--- src/rtl/upsample2x_nn_axis_pkg.sv ---
// Shared defaults and FSM state encoding for the 2x nearest-neighbour upsampler.
package upsample2x_nn_axis_pkg;

    localparam int unsigned DEF_DATA_W = 16;
    localparam int unsigned DEF_MAX_IN = 64;
    localparam int unsigned DEF_COL_W  = 7;

    typedef enum logic [1:0] {
        S_IDLE   = 2'd0,
        S_FILL   = 2'd1,
        S_REPLAY = 2'd2
    } up_state_t;

endpackage

--- src/rtl/upsample2x_nn_axis_line_buffer.sv ---
// One-row line buffer: synchronous write, combinational read (distributed RAM).
module upsample_line_buffer
    import upsample2x_nn_axis_pkg::*;
#(
    parameter int unsigned DATA_W = DEF_DATA_W,
    parameter int unsigned MAX_IN = DEF_MAX_IN,
    parameter int unsigned ADDR_W = $clog2(MAX_IN)
) (
    input  logic              clk,
    input  logic              i_we,
    input  logic [ADDR_W-1:0] i_waddr,
    input  logic [DATA_W-1:0] i_wdata,
    input  logic [ADDR_W-1:0] i_raddr,
    output logic [DATA_W-1:0] o_rdata
);

    logic [DATA_W-1:0] r_mem [MAX_IN];

    always_ff @(posedge clk) begin
        if (i_we) begin
            r_mem[i_waddr] <= i_wdata;
        end
    end

    assign o_rdata = r_mem[i_raddr];

endmodule

--- src/rtl/upsample2x_nn_axis.sv ---
// Nearest-neighbour 2x upsampler on AXI-Stream: each pixel emitted twice, each row replayed once.
module upsample2x_nn_axis
    import upsample2x_nn_axis_pkg::*;
#(
    parameter int unsigned DATA_W = DEF_DATA_W,
    parameter int unsigned MAX_IN = DEF_MAX_IN,
    parameter int unsigned COL_W  = DEF_COL_W
) (
    input  logic              clk,
    input  logic              aresetn,
    input  logic [7:0]        in_size,
    input  logic [8:0]        num_channels,
    input  logic [DATA_W-1:0] s_axis_tdata,
    input  logic              s_axis_tvalid,
    input  logic              s_axis_tlast,
    output logic              s_axis_tready,
    output logic [DATA_W-1:0] m_axis_tdata,
    output logic              m_axis_tvalid,
    output logic              m_axis_tlast,
    input  logic              m_axis_tready,
    output logic              busy,
    output logic              framing_err
);

    localparam int unsigned ADDR_W = $clog2(MAX_IN);

    up_state_t         r_state;
    logic              r_dup;
    logic [COL_W-1:0]  r_col;
    logic [COL_W-1:0]  r_row;
    logic [8:0]        r_chan;
    logic [7:0]        r_last_idx;
    logic [8:0]        r_chan_last;
    logic [DATA_W-1:0] r_m_tdata;
    logic              r_m_tvalid;
    logic              r_m_tlast;
    logic              r_framing_err;

    logic              w_slot_free;
    logic              w_s_ready;
    logic              w_s_hs;
    logic              w_last_col;
    logic              w_last_row;
    logic              w_last_chan;
    logic              w_last_in;
    logic [DATA_W-1:0] w_rd_data;

    assign w_slot_free = !r_m_tvalid || m_axis_tready;
    assign w_s_ready   = (r_state == S_FILL) && !r_dup && w_slot_free;
    assign w_s_hs      = w_s_ready && s_axis_tvalid;
    assign w_last_col  = (8'(r_col) == r_last_idx);
    assign w_last_row  = (8'(r_row) == r_last_idx);
    assign w_last_chan = (r_chan == r_chan_last);
    assign w_last_in   = w_last_col && w_last_row && w_last_chan;

    upsample_line_buffer #(
        .DATA_W (DATA_W),
        .MAX_IN (MAX_IN),
        .ADDR_W (ADDR_W)
    ) u_lbuf (
        .clk     (clk),
        .i_we    (w_s_hs),
        .i_waddr (r_col[ADDR_W-1:0]),
        .i_wdata (s_axis_tdata),
        .i_raddr (r_col[ADDR_W-1:0]),
        .o_rdata (w_rd_data)
    );

    always_ff @(posedge clk) begin
        if (!aresetn) begin
            r_state       <= S_IDLE;
            r_dup         <= 1'b0;
            r_col         <= '0;
            r_row         <= '0;
            r_chan        <= '0;
            r_last_idx    <= '0;
            r_chan_last   <= '0;
            r_m_tdata     <= '0;
            r_m_tvalid    <= 1'b0;
            r_m_tlast     <= 1'b0;
            r_framing_err <= 1'b0;
        end else begin
            if (w_s_hs && (s_axis_tlast != w_last_in)) begin
                r_framing_err <= 1'b1;
            end

            case (r_state)
                S_IDLE: begin
                    r_last_idx  <= in_size - 8'd1;
                    r_chan_last <= num_channels - 9'd1;
                    r_dup       <= 1'b0;
                    r_col       <= '0;
                    r_row       <= '0;
                    r_chan      <= '0;
                    if (m_axis_tready) begin
                        r_m_tvalid <= 1'b0;
                        r_m_tlast  <= 1'b0;
                    end
                    if (s_axis_tvalid) begin
                        r_state <= S_FILL;
                    end
                end

                S_FILL: begin
                    if (!r_dup) begin
                        if (w_s_hs) begin
                            r_m_tdata  <= s_axis_tdata;
                            r_m_tvalid <= 1'b1;
                            r_m_tlast  <= 1'b0;
                            r_dup      <= 1'b1;
                        end else if (m_axis_tready) begin
                            r_m_tvalid <= 1'b0;
                        end
                    end else if (w_slot_free) begin
                        // second copy: tdata register already holds the pixel
                        r_m_tvalid <= 1'b1;
                        r_m_tlast  <= 1'b0;
                        r_dup      <= 1'b0;
                        if (w_last_col) begin
                            r_col   <= '0;
                            r_state <= S_REPLAY;
                        end else begin
                            r_col <= r_col + 1'b1;
                        end
                    end
                end

                S_REPLAY: begin
                    // hold here until the tlast beat leaves, then return to idle
                    if (r_m_tvalid && r_m_tlast) begin
                        if (m_axis_tready) begin
                            r_m_tvalid <= 1'b0;
                            r_m_tlast  <= 1'b0;
                            r_state    <= S_IDLE;
                        end
                    end else if (w_slot_free) begin
                        r_m_tdata  <= w_rd_data;
                        r_m_tvalid <= 1'b1;
                        r_m_tlast  <= r_dup && w_last_in;
                        r_dup      <= ~r_dup;
                        if (r_dup) begin
                            if (w_last_col) begin
                                r_col <= '0;
                                if (w_last_row) begin
                                    r_row  <= '0;
                                    r_chan <= w_last_chan ? 9'd0 : r_chan + 9'd1;
                                end else begin
                                    r_row <= r_row + 1'b1;
                                end
                                if (!(w_last_row && w_last_chan)) begin
                                    r_state <= S_FILL;
                                end
                            end else begin
                                r_col <= r_col + 1'b1;
                            end
                        end
                    end
                end

                default: begin
                    r_state <= S_IDLE;
                end
            endcase
        end
    end

    assign s_axis_tready = w_s_ready;
    assign m_axis_tdata  = r_m_tdata;
    assign m_axis_tvalid = r_m_tvalid;
    assign m_axis_tlast  = r_m_tlast;
    assign busy          = (r_state != S_IDLE);
    assign framing_err   = r_framing_err;

endmodule

--- config.mk ---
export PLATFORM = sky130hd
export DESIGN_NAME = upsample2x_nn_axis
export DESIGN_NICKNAME = d
export VERILOG_FILES = /design/src/rtl/upsample2x_nn_axis_pkg.sv /design/src/rtl/upsample2x_nn_axis_line_buffer.sv /design/src/rtl/upsample2x_nn_axis.sv
export SDC_FILE = /design/constraint.sdc
export NUM_CORES = 1
export LEC_CHECK = 0
export ABC_CLOCK_PERIOD_IN_PS = 4600
export BUFFER_PORTS_ARGS = -buffer_cell sky130_fd_sc_hd__buf_4
export CAP_MARGIN = 20
export CORE_ASPECT_RATIO = 0.9
export CORE_UTILIZATION = 40
export CTS_BUF_LIST = sky130_fd_sc_hd__clkbuf_8
export DETAILED_ROUTE_END_ITERATION = 10
export GPL_ROUTABILITY_DRIVEN = 0
export MAX_ROUTING_LAYER = met4
export PLACE_DENSITY_LB_ADDON = 0.25
export SYNTH_ARGS = -nofsm -noshare
export SYNTH_HDL_FRONTEND = slang
export SYNTH_SLANG_ARGS = --single-unit
--- constraint.sdc ---
create_clock -name clk -period 4.6 [get_ports clk]
set_input_delay 0.92 -clock clk [delete_from_list [all_inputs] [get_ports clk]]
set_output_delay 0.92 -clock clk [all_outputs]
set_load 0.01 [all_outputs]
# Word level (Yosys, flattened, before mapping)
# Memories as Yosys holds them, arrays and structs flattened. A register that Yosys moved wholly into a read port is not among the register bits.
# Index checks and enable logic that the tools add are counted.
[totals]
register_bits = 62
ram_bits = 1024
output_inout_bits = 21
wordCells = 124
n_memories = 1
[memory_table]
columns = ["name", "depth", "width", "read_ports", "rd_clocked_by_memory_dff", "wr", "line_no", "text"]
rows = [
  ["u_lbuf.r_mem", 64, 16, 1, 1, 1, "upsample2x_nn_axis_line_buffer.sv:17", "logic [DATA_W-1:0] r_mem [MAX_IN];"],
]
[op_classes]
add_sub_neg = 5
eq_ne = 24
mux = 58
n_bitwise = 1
reduce_logical = 24
[op_table]
columns = ["op", "n"]
rows = [
  ["$mux 7", 11],
  ["$mux 16", 4],
  ["$mux 9", 6],
  ["$pmux 16 s2", 1],
  ["$ne 2x2->1 const B", 11],
  ["$ne 3x3->1 const B", 7],
  ["$pmux 7 s3", 1],
  ["$mux 2", 10],
  ["$pmux 9 s2", 1],
  ["$mux 1", 17],
  ["$eq 7x8->1", 2],
  ["$add 7x1->7 const B", 2],
  ["$pmux 7 s2", 1],
  ["$mux 6", 2],
  ["$reduce_and 6->1", 2],
  ["$reduce_and 5->1", 2],
  ["$add 9x1->9 const B", 1],
  ["$eq 9x9->1", 1],
  ["$logic_and 1x1->1", 9],
  ["$pmux 1 s3", 3],
  ["$reduce_and 9->1", 1],
  ["$sub 9x1->9 const B", 1],
  ["$sub 8x1->8 const B", 1],
  ["$pmux 2 s3", 1],
  ["other kinds (11)", 14],
]

# Longest topological paths before layout
[logic_depth]
ltp_word = 8
mapped_depth = 11

# By module
# From an unflattened synthesis, not the netlist that was laid out.
[unflattened]
cells_unflattened = 2325
hier_area_um2 = 43281.5
[modules_own_cells]
columns = ["mod", "n_inst", "cells_per_inst", "area_each_um2", "seq_area_each_um2"]
rows = [
  ["upsample_line_buffer", 1, 1931, 39850.7, 30749.5],
  ["upsample2x_nn_axis", 1, 394, 3430.8, 1241.2],
]

# Worst setup path before layout
# Ideal clock, no wire load.
[synth_timing]
path_kind = "input-to-reg"
from = "input m_axis_tready"
to = "memory u_lbuf.r_mem[63][0] (netlist bit), enable pin"
setup_ps = 389
arrival_ps = 2462
required_ps = 4211
path_slack_ps = 1750
path_stages = 5
n_path_buf = 0
cell_sequence = "nand2b_1 nand2_1 nor2_1 nand4_1 nor2_1"
[synth_between]
elab_chain_cells = 5
[synth_rtl]
columns = ["element", "line_no", "text"]
rows = [
  ["start: declaration", "upsample2x_nn_axis.sv:20", "input logic m_axis_tready,"],
  ["$logic_or 1x1->1", "upsample2x_nn_axis.sv:48", "assign w_slot_free = !r_m_tvalid || m_axis_tready;"],
  ["$logic_and 1x1->1", "upsample2x_nn_axis.sv:49", "assign w_s_ready = (r_state == S_FILL) && !r_dup && w_slot_free;"],
  ["$logic_and 1x1->1", "upsample2x_nn_axis.sv:50", "assign w_s_hs = w_s_ready && s_axis_tvalid;"],
  ["$mux 1", "upsample2x_nn_axis_line_buffer.sv:20", "if (i_we) begin"],
  ["$mux 1 (not written as such)", "upsample2x_nn_axis_line_buffer.sv:21", "r_mem[i_waddr] <= i_wdata;"],
  ["end: declaration", "upsample2x_nn_axis_line_buffer.sv:17", ""],
]
# Every way passes these cells.

# Worst setup path in the final report
[layout_timing]
from = "register r_state[0]"
to = "register r_m_tdata[12] (netlist: m_axis_tdata[12])"
[layout_between]
elab_chain_cells = 6
word_cells_on_any_way = 12
cone_classes = "eq/ne: 6; mux: 1; reduce/logical: 5"
[layout_rtl]
columns = ["element", "line_no", "text"]
rows = [
  ["start: declaration", "upsample2x_nn_axis.sv:27", "up_state_t r_state;"],
  ["start signal: assignment", "upsample2x_nn_axis.sv:71", "r_state <= S_IDLE;"],
  ["start signal: assignment", "upsample2x_nn_axis.sv:100", "r_state <= S_FILL;"],
  ["start signal: assignment", "upsample2x_nn_axis.sv:121", "r_state <= S_REPLAY;"],
  ["$eq 2x1->1", "upsample2x_nn_axis.sv:49, upsample2x_nn_axis.sv:87", ""],
  ["$logic_and 1x1->1 (2 in series)", "upsample2x_nn_axis.sv:49", ""],
  ["$logic_and 1x1->1", "upsample2x_nn_axis.sv:50", ""],
  ["$ne 2x2->1 (no source line)", "-", ""],
  ["$reduce_and 5->1 (no source line)", "-", ""],
  ["end signal: assignment", "upsample2x_nn_axis.sv:107", "r_m_tdata <= s_axis_tdata;"],
  ["end signal: assignment", "upsample2x_nn_axis.sv:137", "r_m_tdata <= w_rd_data;"],
  ["end: declaration", "upsample2x_nn_axis.sv:34", "logic [DATA_W-1:0] r_m_tdata;"],
]
# Parallel ways exist; a longest one is shown, timed or not.
# A chain may end at the register's enable or synchronous reset.

==> impl_metrics.json <==
{
  "rsz0062_at_grt": "no",
  "post-route-min-period_ns": 3.333,
  "slew_viol_final": 0,
  "synth_seq_area_share": 0.7489,
  "drt-pass1-iter-count": 8,
  "htree_num_levels": 4,
  "status": "finished clean",
  "cts_buffers": 171,
  "fin_area_mm2": 0.04865,
  "swShare": 0.2665,
  "cp-start-kind": "flip-flop",
  "yosysMostFrequentCell": "edfxtp_1",
  "cts_max_path_buffers": 3,
  "yosys.area.top_type": "edfxtp_1",
  "fin_skew_ns": 0.05460,
  "async_reset_ff_frac": 0,
  "setup_viol": 0,
  "clkSinkCount": 1092,
  "p_leak_uw": 0.01514,
  "crit_fanout": 19,
  "die_x_um": 347.1,
  "synth_nets": 2322,
  "ir_drop_mv": 0.2976,
  "power.internal_uw": 16060,
  "fmax_ghz": 0.3000,
  "drt_iter0_drc": 2672,
  "cp.depth": 8,
  "hold_buffers": 0,
  "synth_area_mm2": 0.04288,
  "crit_arrival_ns": 4.13,
  "drt-wirelength-per-cell_um": 28.16,
  "holdCritPathClass": "in -> reg",
  "synthDistinctLibCells": 62,
  "cts_tree": "done",
  "track_usage": 0.2166,
  "drtAntennaViolNets": 0,
  "drc": 0,
  "clock_power_share": 0.350,
  "clk_latency_ns": 0.86,
  "antenna_found_initial": 5,
  "required_ns": 5.40,
  "die_area_mm2": 0.1085,
  "core_mm2": 0.1059,
  "die_h_um": 312.6,
  "worstRegToRegCells": 8,
  "num-nets-final": 2542,
  "slew_headroom": 0.3132,
  "initial_core_util": 0.4049,
  "tns_ns": 0,
  "synth-edff-count": 1024,
  "cts_root_buffer": "clkbuf_8",
  "yosysTopAreaCellShare": 0.7172,
  "switching_power_uw": 5834,
  "vias": 23130,
  "row_count": 113,
  "holdPathStages": 2,
  "grt_pass1_vias": 23204,
  "synth_ff_type": "edfxtp_1",
  "comb_power_share": 0.136,
  "syn-instance-count": 2274,
  "slowest_stage": "nand4b_1",
  "gr-total-overflow": 0,
  "ys_warn_count": 0,
  "numPortBuffers": 58,
  "hpwl_mm": 69.75,
  "ys_ff_latch": 1092,
  "viasPerCell": 5.754,
  "drt-total-wl_mm": 113.2,
  "cts_setup_buffers": 0,
  "grt_max_degree": 74,
  "crit_buf_inv": 2,
  "placement.cell_area_mm2": 0.04544,
  "io_pins": 59,
  "synth.top_cells.by_count": "edfxtp_1, mux4_2, nor2_1",
  "path_class": "reg -> reg",
  "finalHoldViolations": 0,
  "synth_area_per_cell_um2": 18.85,
  "drive_gt1_frac": 0.2337,
  "critical-path-top-delay-family": "compound AO/OA/AOI/OAI gates",
  "fill_cells": 8940,
  "finalCritPeriodShare": 0.7245,
  "worstMarginPinSlew_ns": 1.027,
  "end_kind": "flip-flop",
  "crit_path_cell_trace": "inv_1, ha_1, buf_4, a31oi_1, nand4b_1, a211oi_1, o211ai_1, nand3_1",
  "area_growth_pct": 13.48,
  "drv_cap": 0,
  "clkTransAtPathRegs_ns": 0.07,
  "grt_pass1_wl_mm": 163.2,
  "power_frac_seq": 0.514,
  "p_per_area_mw_per_mm2": 449.9,
  "slowest_delay_ns": 0.74,
  "synth_top_cells_by_area": "edfxtp_1, mux4_2, dfxtp_1",
  "cts-resized-gates": 0
}
-- logic make-up (layout without fill, tap and decap cells) --
group / Yosys count / after routing / share of synthesized area
simple gates: 396 / 396 / 0.04342
xor+xnor: 45 / 45 / 0.009367
compound gates: 258 / 258 / 0.04389
fa+ha+maj: 10 / 10 / 0.002918
buf+inv: 148 / 510 / 0.01491
mux: 325 / 325 / 0.1366
flops: 1092 / 1092 / 0.7489
other cells: 0 / 4 / 0
-- power groups by stage --
| stage | clock network [uW] | registers (uW) | logic, uW |
|---|---|---|---|
| global placement | 0 | 11500 | 2950 |
| global route | 8250 | 11300 | 3160 |
| detailed placement | 0 | 11500 | 2970 |
| CTS | 7850 | 11300 | 2980 |
| floorplan | 0 | 11300 | 1990 |
| finish | 7660 | 11300 | 2970 |
-- worst paths after layout --
check | from | to | slack, ns
max | r_state[0] | m_axis_tdata[12] | 1.27
min | in_size[0] | r_last_idx[0] | 0.28
max reg2reg | r_state[0] | m_axis_tdata[12] | 1.27
min reg2reg | r_chan_last[3] | r_chan_last[3] | 0.50
-- final cells by class --
class	count	area (um2)	area share
clock inverters	138	767.0	0.01576
flip-flops and latches	1092	32130	0.6603
clock buffers	177	2436	0.05007
inverters	16	60.06	0.001234
well taps	1380	1727	0.03549
diodes	4	10.01	0.0002057
repair buffers	179	1394	0.02865
multi-input cells	1034	10130	0.2083
-- routing by layer --
metal / routed length (um) / global-route usage / part of all wire / vias up
met3: 8742 / 0.04017 / 0.077 / 159
li1: - / - / - / 9753
met2: 52160 / 0.3175 / 0.46 / 1076
met1: 49580 / 0.3068 / 0.44 / 12142
met5: 0 / - / 0 / -
met4: 2700 / 0.06818 / 0.024 / 0
-- flip-flops by register name, summed over array words and instances (netlist names), 2 cells and up, named ones only --
signal	flops
r_chan_last	9
m_axis_tdata	16
r_chan	9
r_state	2
r_row	7
u_lbuf.r_mem	1024
r_col	7
r_last_idx	8
-- cell usage in the layout (no fill, tap or decap), drive strengths merged, types with 7 or more instances in the layout --
cell type and count:
a211oi 23, a21oi 20, a221oi 29, a22oi 48
a31oi 8, and3 7, buf 179, clkbuf 177
clkinv 55, dfxtp 68, edfxtp 1024, ha 10
inv 95, mux2i 117, mux4 208, nand2 81
nand2b 7, nand3 59, nand3b 20, nand4 11
nor2 165, nor2b 7, nor3 10, o211a 7
o211ai 15, o21ai 38, o221ai 17, o22ai 16
o2bb2ai 14, xnor2 27, xor2 18
-- metrics by stage --
step	power (uW)	worst slack [ns]	hold slack (ns)	cells	util
detailed placement	14440	1.056	0.4938	3701	0.4291
finish	21890	1.267	0.2762	4020	0.4594
floorplan	13300	1.750	0.4709	2274	-
global placement	14410	1.103	0.4818	3701	0.4291
global route	22680	1.115	0.2297	4017	0.4594
CTS	22090	1.351	0.1813	4016	0.4594
Power figures use the tool's default switching activity.
